[config.mk]
export PLATFORM = sky130hd
export DESIGN_NAME = issue_stage
export DESIGN_NICKNAME = d
export VERILOG_FILES = /design/src/rtl/issue_stage_pkg.sv /design/src/rtl/issue_stage_scoreboard.sv /design/src/rtl/issue_stage.sv
export SDC_FILE = /design/constraint.sdc
export NUM_CORES = 2
export LEC_CHECK = 0
export ABC_AREA = 1
export BUFFER_PORTS_ARGS = -buffer_cell sky130_fd_sc_hd__buf_2
export CORE_ASPECT_RATIO = 0.75
export CORE_MARGIN = 8
export CORE_UTILIZATION = 51
export CTS_CLUSTER_SIZE = 8
export DETAILED_ROUTE_END_ITERATION = 6
export HOLD_SLACK_MARGIN = 0.1
export PLACE_DENSITY_LB_ADDON = 0.25
export SLEW_MARGIN = 20
export SYNTH_ARGS = -nofsm -noshare
export SYNTH_HDL_FRONTEND = slang
export SYNTH_SLANG_ARGS = --single-unit
[constraint.sdc]
create_clock -name clock -period 3.3 [get_ports clock]
set_clock_uncertainty 0.05 [all_clocks]
set_input_delay 0.165 -clock clock [delete_from_list [all_inputs] [get_ports clock]]
set_output_delay 0.165 -clock clock [all_outputs]
set_load 0.1 [all_outputs]
[src/rtl/issue_stage_pkg.sv]
// Shared definitions for the in-order issue stage: field widths, the packed
// control-bundle layout and default pipeline parameters.
package issue_stage_pkg;

    // Field widths (logical register, source operand, pc, instruction word)
    localparam int LREG_W  = 5;
    localparam int SRC_W   = 64;
    localparam int PC_W    = 64;
    localparam int INSTR_W = 32;

    // Width of the opaque control bundle carried alongside each instruction
    localparam int CTRL_W = 32;

    // Issue-to-regfile-write distance (exu, mem, wb)
    localparam int WB_LAT_DEFAULT = 3;

    typedef logic [LREG_W-1:0]  lreg_t;
    typedef logic [SRC_W-1:0]   src_t;
    typedef logic [PC_W-1:0]    pc_t;
    typedef logic [INSTR_W-1:0] instr_t;

    // Control bundle layout; the issue stage only stores and forwards it
    typedef struct packed {
        logic [10:0] reserved;
        logic [2:0]  ls_size;
        logic        is_csr;
        logic        is_jump;
        logic        is_branch;
        logic        is_store;
        logic        is_load;
        logic [3:0]  muldiv_type;
        logic [4:0]  alu_type;
        logic [3:0]  cx_type;
    } ctrl_t;

    // True when the backend write port is producing the value of register rs
    function automatic logic wb_hit(input logic wb_valid, input lreg_t wb_rd,
                                    input lreg_t rs);
        return wb_valid && (wb_rd == rs) && (rs != '0);
    endfunction

endpackage

[src/rtl/issue_stage_scoreboard.sv]
// issue_scoreboard: shift register tracking the destinations of the last
// WB_LAT issued instructions, plus the two source-busy comparators.
// With ISSUE_WB_BYPASS_EN the last slot is left out of the busy check because
// its value is forwarded from the write-back port instead.
module issue_scoreboard
    import issue_stage_pkg::*;
#(
    parameter int WB_LAT = WB_LAT_DEFAULT
) (
    input  logic        clock,
    input  logic        reset,
    input  logic        issue,
    input  logic [4:0]  issue_rd,
    input  logic        issue_need_to_wb,
    input  logic        stall,
    input  logic [4:0]  rs1,
    input  logic        rs1_is_reg,
    input  logic [4:0]  rs2,
    input  logic        rs2_is_reg,
    output logic        busy1,
    output logic        busy2
);

`ifdef ISSUE_WB_BYPASS_EN
    localparam logic [WB_LAT-1:0] CHECK_MASK = {WB_LAT{1'b1}} >> 1;
`else
    localparam logic [WB_LAT-1:0] CHECK_MASK = {WB_LAT{1'b1}};
`endif

    logic        slot_valid [WB_LAT];
    logic [4:0]  slot_rd    [WB_LAT];
    logic        slot_wb    [WB_LAT];

    genvar gi;
    generate
        for (gi = 0; gi < WB_LAT; gi++) begin : g_slot
            logic       valid_reg;
            logic [4:0] rd_reg;
            logic       wb_reg;

            if (gi == 0) begin : g_head
                // First slot captures the instruction issued this cycle
                always_ff @(posedge clock) begin
                    if (reset) begin
                        valid_reg <= 1'b0;
                        rd_reg    <= '0;
                        wb_reg    <= 1'b0;
                    end else if (!stall) begin
                        valid_reg <= issue;
                        rd_reg    <= issue_rd;
                        wb_reg    <= issue_need_to_wb;
                    end
                end
            end else begin : g_shift
                // Later slots advance one stage per unstalled cycle
                always_ff @(posedge clock) begin
                    if (reset) begin
                        valid_reg <= 1'b0;
                        rd_reg    <= '0;
                        wb_reg    <= 1'b0;
                    end else if (!stall) begin
                        valid_reg <= slot_valid[gi-1];
                        rd_reg    <= slot_rd[gi-1];
                        wb_reg    <= slot_wb[gi-1];
                    end
                end
            end

            assign slot_valid[gi] = valid_reg;
            assign slot_rd[gi]    = rd_reg;
            assign slot_wb[gi]    = wb_reg;
        end
    endgenerate

    logic hit1;
    logic hit2;

    // Compare each source against every pending writer still in flight
    always_comb begin
        hit1 = 1'b0;
        hit2 = 1'b0;
        for (int i = 0; i < WB_LAT; i++) begin
            if (CHECK_MASK[i] && slot_valid[i] && slot_wb[i]) begin
                if (slot_rd[i] == rs1) hit1 = 1'b1;
                if (slot_rd[i] == rs2) hit2 = 1'b1;
            end
        end
    end

    // x0 is never produced, so it never blocks
    assign busy1 = rs1_is_reg && (rs1 != 5'd0) && hit1;
    assign busy2 = rs2_is_reg && (rs2 != 5'd0) && hit2;

endmodule

[src/rtl/issue_stage.sv]
// issue_stage: in-order issue buffer in front of the exu/mem/wb backend.
// Buffers decoded instructions in a DEPTH-entry FIFO, reads operands for the
// head entry, holds it on RAW hazards and issues with a one-cycle pipeval.
// A redirect on the issuing instruction discards all younger buffered work.
// Optional feature macro: ISSUE_WB_BYPASS_EN (forward the write-back port).
module issue_stage
    import issue_stage_pkg::*;
#(
    parameter int DEPTH  = 4,
    parameter int WB_LAT = WB_LAT_DEFAULT,
    parameter int CTRL_W = issue_stage_pkg::CTRL_W
) (
    input  logic                     clock,
    input  logic                     reset,
    input  logic                     in_valid,
    output logic                     in_ready,
    input  logic [4:0]               in_rs1,
    input  logic [4:0]               in_rs2,
    input  logic [4:0]               in_rd,
    input  logic                     in_src1_is_reg,
    input  logic                     in_src2_is_reg,
    input  logic                     in_need_to_wb,
    input  logic [63:0]              in_imm,
    input  logic [63:0]              in_pc,
    input  logic [31:0]              in_instr,
    input  logic [CTRL_W-1:0]        in_ctrl,
    output logic [4:0]               rf_rs1_addr,
    output logic [4:0]               rf_rs2_addr,
    input  logic [63:0]              rf_rs1_data,
    input  logic [63:0]              rf_rs2_data,
    input  logic                     rf_write_valid,
    input  logic [4:0]               rf_write_rd,
    input  logic [63:0]              rf_write_data,
    input  logic                     mem_stall,
    input  logic                     redirect_valid,
    output logic                     pipeval,
    output logic [4:0]               rs1,
    output logic [4:0]               rs2,
    output logic [4:0]               rd,
    output logic [63:0]              src1,
    output logic [63:0]              src2,
    output logic [63:0]              imm,
    output logic                     src1_is_reg,
    output logic                     src2_is_reg,
    output logic                     need_to_wb,
    output logic [CTRL_W-1:0]        ctrl,
    output logic [63:0]              pc,
    output logic [31:0]              instr,
    output logic [$clog2(DEPTH):0]   count
);

    localparam int PTR_W = $clog2(DEPTH);
    localparam int CNT_W = $clog2(DEPTH) + 1;

    logic [PTR_W-1:0] rd_ptr_reg, rd_ptr_next;
    logic [PTR_W-1:0] wr_ptr_reg, wr_ptr_next;
    logic [CNT_W-1:0] count_reg, count_next;

    logic busy1, busy2;
    logic flush, push_en, pop;

    // Per-entry storage views used by the head mux
    logic [4:0]        rs1_arr    [DEPTH];
    logic [4:0]        rs2_arr    [DEPTH];
    logic [4:0]        rd_arr     [DEPTH];
    logic              s1reg_arr  [DEPTH];
    logic              s2reg_arr  [DEPTH];
    logic              wb_arr     [DEPTH];
    logic [63:0]       imm_arr    [DEPTH];
    logic [63:0]       pc_arr     [DEPTH];
    logic [31:0]       instr_arr  [DEPTH];
    logic [CTRL_W-1:0] ctrl_arr   [DEPTH];

    assign in_ready = (count_reg != CNT_W'(DEPTH));
    assign pipeval  = (count_reg != '0) && !mem_stall && !busy1 && !busy2;
    assign pop      = pipeval;
    assign flush    = pipeval && redirect_valid;
    assign push_en  = in_valid && in_ready && !flush;

    genvar gi;
    generate
        for (gi = 0; gi < DEPTH; gi++) begin : g_entry
            logic [4:0]        rs1_reg, rs2_reg, rd_reg;
            logic              s1reg_reg, s2reg_reg, wb_reg;
            logic [63:0]       imm_reg, pc_reg;
            logic [31:0]       instr_reg;
            logic [CTRL_W-1:0] ctrl_reg;

            // Capture a pushed instruction into the entry the write pointer selects
            always_ff @(posedge clock) begin
                if (reset) begin
                    rs1_reg   <= '0;
                    rs2_reg   <= '0;
                    rd_reg    <= '0;
                    s1reg_reg <= 1'b0;
                    s2reg_reg <= 1'b0;
                    wb_reg    <= 1'b0;
                    imm_reg   <= '0;
                    pc_reg    <= '0;
                    instr_reg <= '0;
                    ctrl_reg  <= '0;
                end else if (push_en && (wr_ptr_reg == PTR_W'(gi))) begin
                    rs1_reg   <= in_rs1;
                    rs2_reg   <= in_rs2;
                    rd_reg    <= in_rd;
                    s1reg_reg <= in_src1_is_reg;
                    s2reg_reg <= in_src2_is_reg;
                    wb_reg    <= in_need_to_wb;
                    imm_reg   <= in_imm;
                    pc_reg    <= in_pc;
                    instr_reg <= in_instr;
                    ctrl_reg  <= in_ctrl;
                end
            end

            assign rs1_arr[gi]   = rs1_reg;
            assign rs2_arr[gi]   = rs2_reg;
            assign rd_arr[gi]    = rd_reg;
            assign s1reg_arr[gi] = s1reg_reg;
            assign s2reg_arr[gi] = s2reg_reg;
            assign wb_arr[gi]    = wb_reg;
            assign imm_arr[gi]   = imm_reg;
            assign pc_arr[gi]    = pc_reg;
            assign instr_arr[gi] = instr_reg;
            assign ctrl_arr[gi]  = ctrl_reg;
        end
    endgenerate

    // Pointer/occupancy update; a redirect empties the buffer behind the issuer
    always_comb begin
        rd_ptr_next = rd_ptr_reg;
        wr_ptr_next = wr_ptr_reg;
        count_next  = count_reg;
        if (flush) begin
            rd_ptr_next = wr_ptr_reg;
            count_next  = '0;
        end else begin
            if (push_en) wr_ptr_next = wr_ptr_reg + PTR_W'(1);
            if (pop)     rd_ptr_next = rd_ptr_reg + PTR_W'(1);
            count_next = count_reg + CNT_W'(push_en) - CNT_W'(pop);
        end
    end

    // FIFO control registers
    always_ff @(posedge clock) begin
        if (reset) begin
            rd_ptr_reg <= '0;
            wr_ptr_reg <= '0;
            count_reg  <= '0;
        end else begin
            rd_ptr_reg <= rd_ptr_next;
            wr_ptr_reg <= wr_ptr_next;
            count_reg  <= count_next;
        end
    end

    // Head entry drives the backend directly
    assign rs1         = rs1_arr[rd_ptr_reg];
    assign rs2         = rs2_arr[rd_ptr_reg];
    assign rd          = rd_arr[rd_ptr_reg];
    assign src1_is_reg = s1reg_arr[rd_ptr_reg];
    assign src2_is_reg = s2reg_arr[rd_ptr_reg];
    assign need_to_wb  = wb_arr[rd_ptr_reg];
    assign imm         = imm_arr[rd_ptr_reg];
    assign pc          = pc_arr[rd_ptr_reg];
    assign instr       = instr_arr[rd_ptr_reg];
    assign ctrl        = ctrl_arr[rd_ptr_reg];
    assign count       = count_reg;

    assign rf_rs1_addr = rs1;
    assign rf_rs2_addr = rs2;

    logic [63:0] rs1_val, rs2_val;

`ifdef ISSUE_WB_BYPASS_EN
    // A value being written back this cycle is newer than the regfile copy
    assign rs1_val = wb_hit(rf_write_valid, rf_write_rd, rs1) ? rf_write_data : rf_rs1_data;
    assign rs2_val = wb_hit(rf_write_valid, rf_write_rd, rs2) ? rf_write_data : rf_rs2_data;
`else
    logic unused_wb_port;
    assign unused_wb_port = ^{rf_write_valid, rf_write_rd, rf_write_data};
    assign rs1_val = rf_rs1_data;
    assign rs2_val = rf_rs2_data;
`endif

    // Non-register sources carry a stored value of zero
    assign src1 = src1_is_reg ? rs1_val : 64'd0;
    assign src2 = src2_is_reg ? rs2_val : 64'd0;

    issue_scoreboard #(
        .WB_LAT (WB_LAT)
    ) u_scoreboard (
        .clock            (clock),
        .reset            (reset),
        .issue            (pipeval),
        .issue_rd         (rd),
        .issue_need_to_wb (need_to_wb),
        .stall            (mem_stall),
        .rs1              (rs1),
        .rs1_is_reg       (src1_is_reg),
        .rs2              (rs2),
        .rs2_is_reg       (src2_is_reg),
        .busy1            (busy1),
        .busy2            (busy2)
    );

endmodule

=== Yosys cells after proc, flatten, opt, wreduce, memory -nomap -nowiden ===
Index checks and enable logic that the tools add are counted.

* Equal/unequal tests: 10
* $lt $le $gt $ge: 1
* $add $sub $neg: 4
* Mux-type cells: 46
* Bitwise operators: 2
* Reductions and logical operators: 28

{| class="wikitable"
|+ Operators with widths
! cell !! count
|-
| $mux 64 || 6
|-
| $bmux 64 s2 || 2
|-
| $bmux 32 s2 || 2
|-
| $mux 32 || 4
|-
| $bmux 5 s2 || 3
|-
| $eq 5x5->1 || 6
|-
| $mux 5 || 6
|-
| $mux 1 || 18
|-
| $logic_and 1x1->1 || 17
|-
| $reduce_bool 5->1 || 2
|-
| $bmux 1 s2 || 3
|-
| $add 2x1->2 const B || 2
|-
| $eq 2x2->1 const B || 2
|-
| $logic_not 1->1 || 4
|-
| $mux 2 || 2
|-
| $add 3x1->3 || 1
|-
| $ge 3x3->1 const B || 1
|-
| $ne 3x3->1 const B || 1
|-
| $not 2->3 || 1
|-
| $reduce_bool 3->1 || 1
|-
| $sub 3x1->3 || 1
|-
| $eq 2x1->1 const B || 1
|-
| $logic_not 2->1 || 1
|-
| $reduce_and 2->1 || 1
|-
| 3 further kinds || 3
|}

* Input bits: 413
* Register bits: 868
* Output and inout port bits: 353

=== Longest topological paths before layout ===
* Depth in word-level cells: 20
* Mapped depth: 23

=== Hierarchy ===
From an unflattened synthesis, not the netlist that was laid out.

* Cell total of the unflattened synthesis: 8316
* Area total of the unflattened synthesis: 49062.1 µm²

{| class="wikitable"
|+ By module, submodules not included
! module !! times used !! area each (µm²) !! cells an instance
|-
| issue_stage || 1 || 47759.6 || 8087
|-
| issue_scoreboard || 1 || 1302.5 || 229
|}

=== Least setup slack after synthesis ===
OpenSTA, ideal clock, no wires.

* Path kind: register -> register
* Start: reg rd_ptr_reg[0]
* End: reg count_reg[2] (netlist: count[2])
* Period minus slack after synthesis: 4226 ps
* Cell stages (with the launch flop): 18
* Buffers on the path: 3
* Data required time: 3180 ps
* Data arrival time: 4106 ps
* Setup slack: -926 ps
* Path through: dfxtp_1 -> buf_6 -> buf_4 -> buf_4 -> nand2_1 -> a32oi_2 -> inv_2 -> a31oi_1 -> nand2_1 -> nand3_1 -> inv_1 -> ha_1 -> inv_1 -> ha_1 -> inv_1 -> fa_1 -> or2_2 -> a21oi_1

{| class="wikitable"
|+ RTL lines
! what !! line !! source
|-
| start: declaration || issue_stage.sv:55 || <nowiki>logic [PTR_W-1:0] rd_ptr_reg, rd_ptr_next;</nowiki>
|-
| start signal: assignment || issue_stage.sv:151 || <nowiki>rd_ptr_reg <= rd_ptr_next;</nowiki>
|-
| $not 2->3 (not written as such) (*) || issue_stage.sv:161 || <nowiki>assign src1_is_reg = s1reg_arr[rd_ptr_reg];</nowiki>
|-
| $bmux 1 s2 (*) || issue_stage.sv:161 ||
|-
| $mux 1 (not written as such) (*) (2 in a row) || issue_stage.sv:161 ||
|-
| named net src1_is_reg || issue_stage.sv:43 || <nowiki>output logic src1_is_reg,</nowiki>
|-
| $logic_and 1x1->1 (*) (2 in a row) || issue_stage_scoreboard.sv:91 || <nowiki>assign busy1 = rs1_is_reg && (rs1 != 5'd0) && hit1;</nowiki>
|-
| $logic_not 1->1 (*) || issue_stage.sv:75 || <nowiki>assign pipeval = (count_reg != '0) && !mem_stall && !busy1 && !busy2;</nowiki>
|-
| $logic_and 1x1->1 (*) (2 in a row) || issue_stage.sv:75 ||
|-
| named net pipeval || issue_stage.sv:36 || <nowiki>output logic pipeval,</nowiki>
|-
| $logic_and 1x1->1 || issue_stage.sv:77 || <nowiki>assign flush = pipeval && redirect_valid;</nowiki>
|-
| $logic_not 1->1 || issue_stage.sv:78 || <nowiki>assign push_en = in_valid && in_ready && !flush;</nowiki>
|-
| $logic_and 1x1->1 || issue_stage.sv:78 ||
|-
| $add 3x1->3 || issue_stage.sv:140 || <nowiki>count_next = count_reg + CNT_W'(push_en) - CNT_W'(pop);</nowiki>
|-
| $sub 3x1->3 || issue_stage.sv:140 ||
|-
| end signal: assignment || issue_stage.sv:153 || <nowiki>count_reg <= count_next;</nowiki>
|-
| end: declaration || issue_stage.sv:57 || <nowiki>logic [CNT_W-1:0] count_reg, count_next;</nowiki>
|}

Mark *: on every way through the listed nets, which the timed path passes. The rest lies on a longest branch. The select of a mux whose other input is x is not followed.
A chain may end at the register's enable or synchronous reset.

=== Final worst setup path ===
* Start: reg rd_ptr_reg[1]
* End: out instr[19]

* Longest elaborated chain between the ends: 4

{| class="wikitable"
|+ Ends and longest elaborated chain
! what !! line !! source
|-
| $not 2->3 (not written as such) || issue_stage.sv:166 || <nowiki>assign instr = instr_arr[rd_ptr_reg];</nowiki>
|-
| $bmux 32 s2 || issue_stage.sv:166 ||
|-
| $mux 32 (not written as such) (2 in a row) || issue_stage.sv:166 ||
|-
| end: declaration || issue_stage.sv:48 || <nowiki>output logic [31:0] instr,</nowiki>
|}

Every way passes these cells. The select of a mux whose other input is x is not followed.

==> flow_summary.json <==
{
  "clk_path_buf_depth": 3,
  "drive_gt1_share_pct": 18.2,
  "synthArstFlopShare_pct": 0,
  "hp-class": "in2reg",
  "die_w_um": 375,
  "synth_ff_type": "dfxtp_1",
  "dp_hpwl_um": 98100,
  "crit_chain": "buf_12 > clkinv_8 > buf_12 > o21ai_0 > a21oi_1 > a21oi_2 > buf_2",
  "status": "finished, final reports clean",
  "syn_nets": 8755,
  "cp_common_cell": "buf_12",
  "die_h_um": 285,
  "end_kind": "primary output",
  "vias_per_cell": 5.21,
  "grt-ovfl-total": 0,
  "cap_violations": 0,
  "synth_commonest_cells": "1998 x nand2_1, 1653 x inv_1, 1024 x nor2_1",
  "place_congestion": 0.913,
  "layout_min_cycle_time_ns": 3.26,
  "row_count": 98,
  "ys_seq_elements": 868,
  "dr.pass1.iters": 6,
  "crit_path_max_fanout": 178,
  "drt_iter0_drc": 5569,
  "ys_types": 31,
  "worstPathRequired_ns": 3.08,
  "synth_area_mm2": 0.0493,
  "nNetsFinal": 9299,
  "postSynthAreaPerCell_um2": 5.92,
  "wl_per_cell_um": 17.0,
  "core_mm2": 0.0956,
  "grt_pass1_vias": 49290,
  "ant_nets": 0,
  "yosysSeqAreaShare_pct": 35.2,
  "power.leakage_uw": 0.0321,
  "cts_made_buffers": 118,
  "htree_levels": 3,
  "die_area_mm2": 0.107,
  "max_freq_mhz": 307,
  "peakVddDrop_v": 0.000947,
  "clk_pin_slew_ns": 0.05,
  "yosysTopAreaCellShare_pct": 35.2,
  "maxSlewHeadroom_pct": 21.1,
  "num_vias": 52780,
  "rsz0062_at_grt": "true",
  "utilization_pct": 66.8,
  "synth_most_common_cell": "nand2_1",
  "arrival_ns": 3.04,
  "synth_largest_area_cell": "dfxtp_1",
  "setup_violations": 0,
  "wl_um": 173000,
  "io_pins": 766,
  "antenna_found_initial": 1,
  "portBuffers": 695,
  "area_delta_synth_final_pct": 29.6,
  "grt_util_all_layers_pct": 29.9,
  "fin_crit_sh_pct": 98.8,
  "synth_warnings": 0,
  "cp_slowest_cell": "buf_2",
  "final-hold-violation-count": 0,
  "cts_root_buffer": "clkbuf_16",
  "cts.sinks": 868,
  "syn-instance-count": 8335,
  "drc": 0,
  "cts_tree": "built",
  "clk_latency_ns": 0.68,
  "drv_slew": 0,
  "fillCellCount": 8140,
  "p_per_area_mw_per_mm2": 948,
  "start_util_pct": 51.6,
  "grt_max_degree": 199,
  "worstSetupPathType": "reg2out",
  "cpPeakStageDelay_ns": 0.46,
  "yosys-top-cells-area": "dfxtp_1 35%, nand2_1 15%, inv_1 13%, nand4_1 11%, nor2_1 7.8%",
  "synth-edff-count": 0,
  "critPathLaunchType": "register",
  "fin_hold_ws_ns": 0.330,
  "worst_pin_slew_ns": 1.18,
  "grt_pass1_wl_um": 267000
}
[per-layer routing]
layer  global-route usage (%)  routed length (µm)
met5                        0                   0
met3                     5.28               16600
met2                     49.1               79700
met4                     10.5                5250
met1                     39.5               71200
[final timing paths]
path                                       from                       endpoint  slack, ns  cells after the start
hold reg to reg   u_scoreboard.g_slot[2].wb_reg  u_scoreboard.g_slot[2].wb_reg       0.44                      2
setup / recovery                  rd_ptr_reg[1]                      instr[19]       0.04                      7
setup reg to reg                  rd_ptr_reg[0]                       count[2]       0.08                     21
hold / removal                      in_instr[6]        g_entry[1].instr_reg[6]       0.33                      6
[metrics by stage]
stage / std cells / total power [µW] / area [µm²] / setup TNS [ns] / worst slack (ns)
floorplan: 8335 / 37100 / 50100 / -0.634 / -0.345
global placement: 9772 / 48500 / 58200 / 0 / 0.0879
detailed placement: 9772 / 48800 / 58200 / 0 / 0.0484
CTS: 10119 / 60200 / 63600 / 0 / 0.00568
global route: 10138 / 63000 / 63900 / -0.125 / -0.0740
finish: 10138 / 60600 / 63900 / 0 / 0.0406
[cells in the final DEF (no fill, tap or decap), types with 3 or more instances in the layout]
master         count
nand2_1         1988
inv_1           1645
nor2_1           960
dfxtp_1          867
nand4_1          840
a21oi_1          465
buf_2            412
inv_2            404
buf_12           330
o21ai_0          223
dlygate4sd3_1    214
a21oi_2          132
clkbuf_16        124
buf_4             80
nor2_2            62
nand3_1           49
nand2_2           10
buf_16             8
nand3_2            7
o22ai_1            6
ha_4               6
clkinvlp_4         5
a211oi_1           5
nand3_4            4
nor3_1             3
clkinv_16          3
buf_6              3
[worst max-delay path, delay by kind of cell, from the launching register on]
family	cells	cell delay, ns
AO/OA/AOI/OAI	3	0.52
buffers and inverters	4	1.03
flip-flops	1	0.40
[kinds of logic (layout without fill, tap and decap cells)]
| logic type | Yosys count | count (layout) | synth area share [%] |
|---|---|---|---|
| simple gates | 3929 | 3929 | 34.4 |
| buf+inv | 2693 | 3245 | 21.6 |
| flops | 868 | 868 | 35.2 |
| compound gates | 836 | 836 | 8.56 |
| fa+ha+maj | 7 | 7 | 0.193 |
| xor+xnor | 2 | 2 | 0.0355 |
| other cells | 0 | 1 | 0 |
[report_power, final]
group	total (µW)	switching, µW	internal (µW)
Sequential	12400	626	11800
Combinational	37300	26500	10800
Clock	10900	4590	6270
Total	60600	31700	28900
[timing repair]
item	4_1_cts	5_1_grt
gates resized for setup	19	26
pin swaps	0	1
endpoints found under the setup margin	181	777
buffers inserted	3	12
gates cloned	2	6
hold buffers	214	0
hold endpoints to repair	863	0
[layout make-up]
type	instances	area (µm²)	area share [%]
clock buffer	120	2960	4.63
multi-input combinational	4774	22200	34.7
timing repair buffer	1059	11900	18.6
clock inverter	8	149	0.233
tap	1250	1560	2.45
inverter	2058	7780	12.2
sequential	868	17400	27.2
antenna	1	2.50	0.00391
No activity file was read; power rests on OpenSTA's default activity.
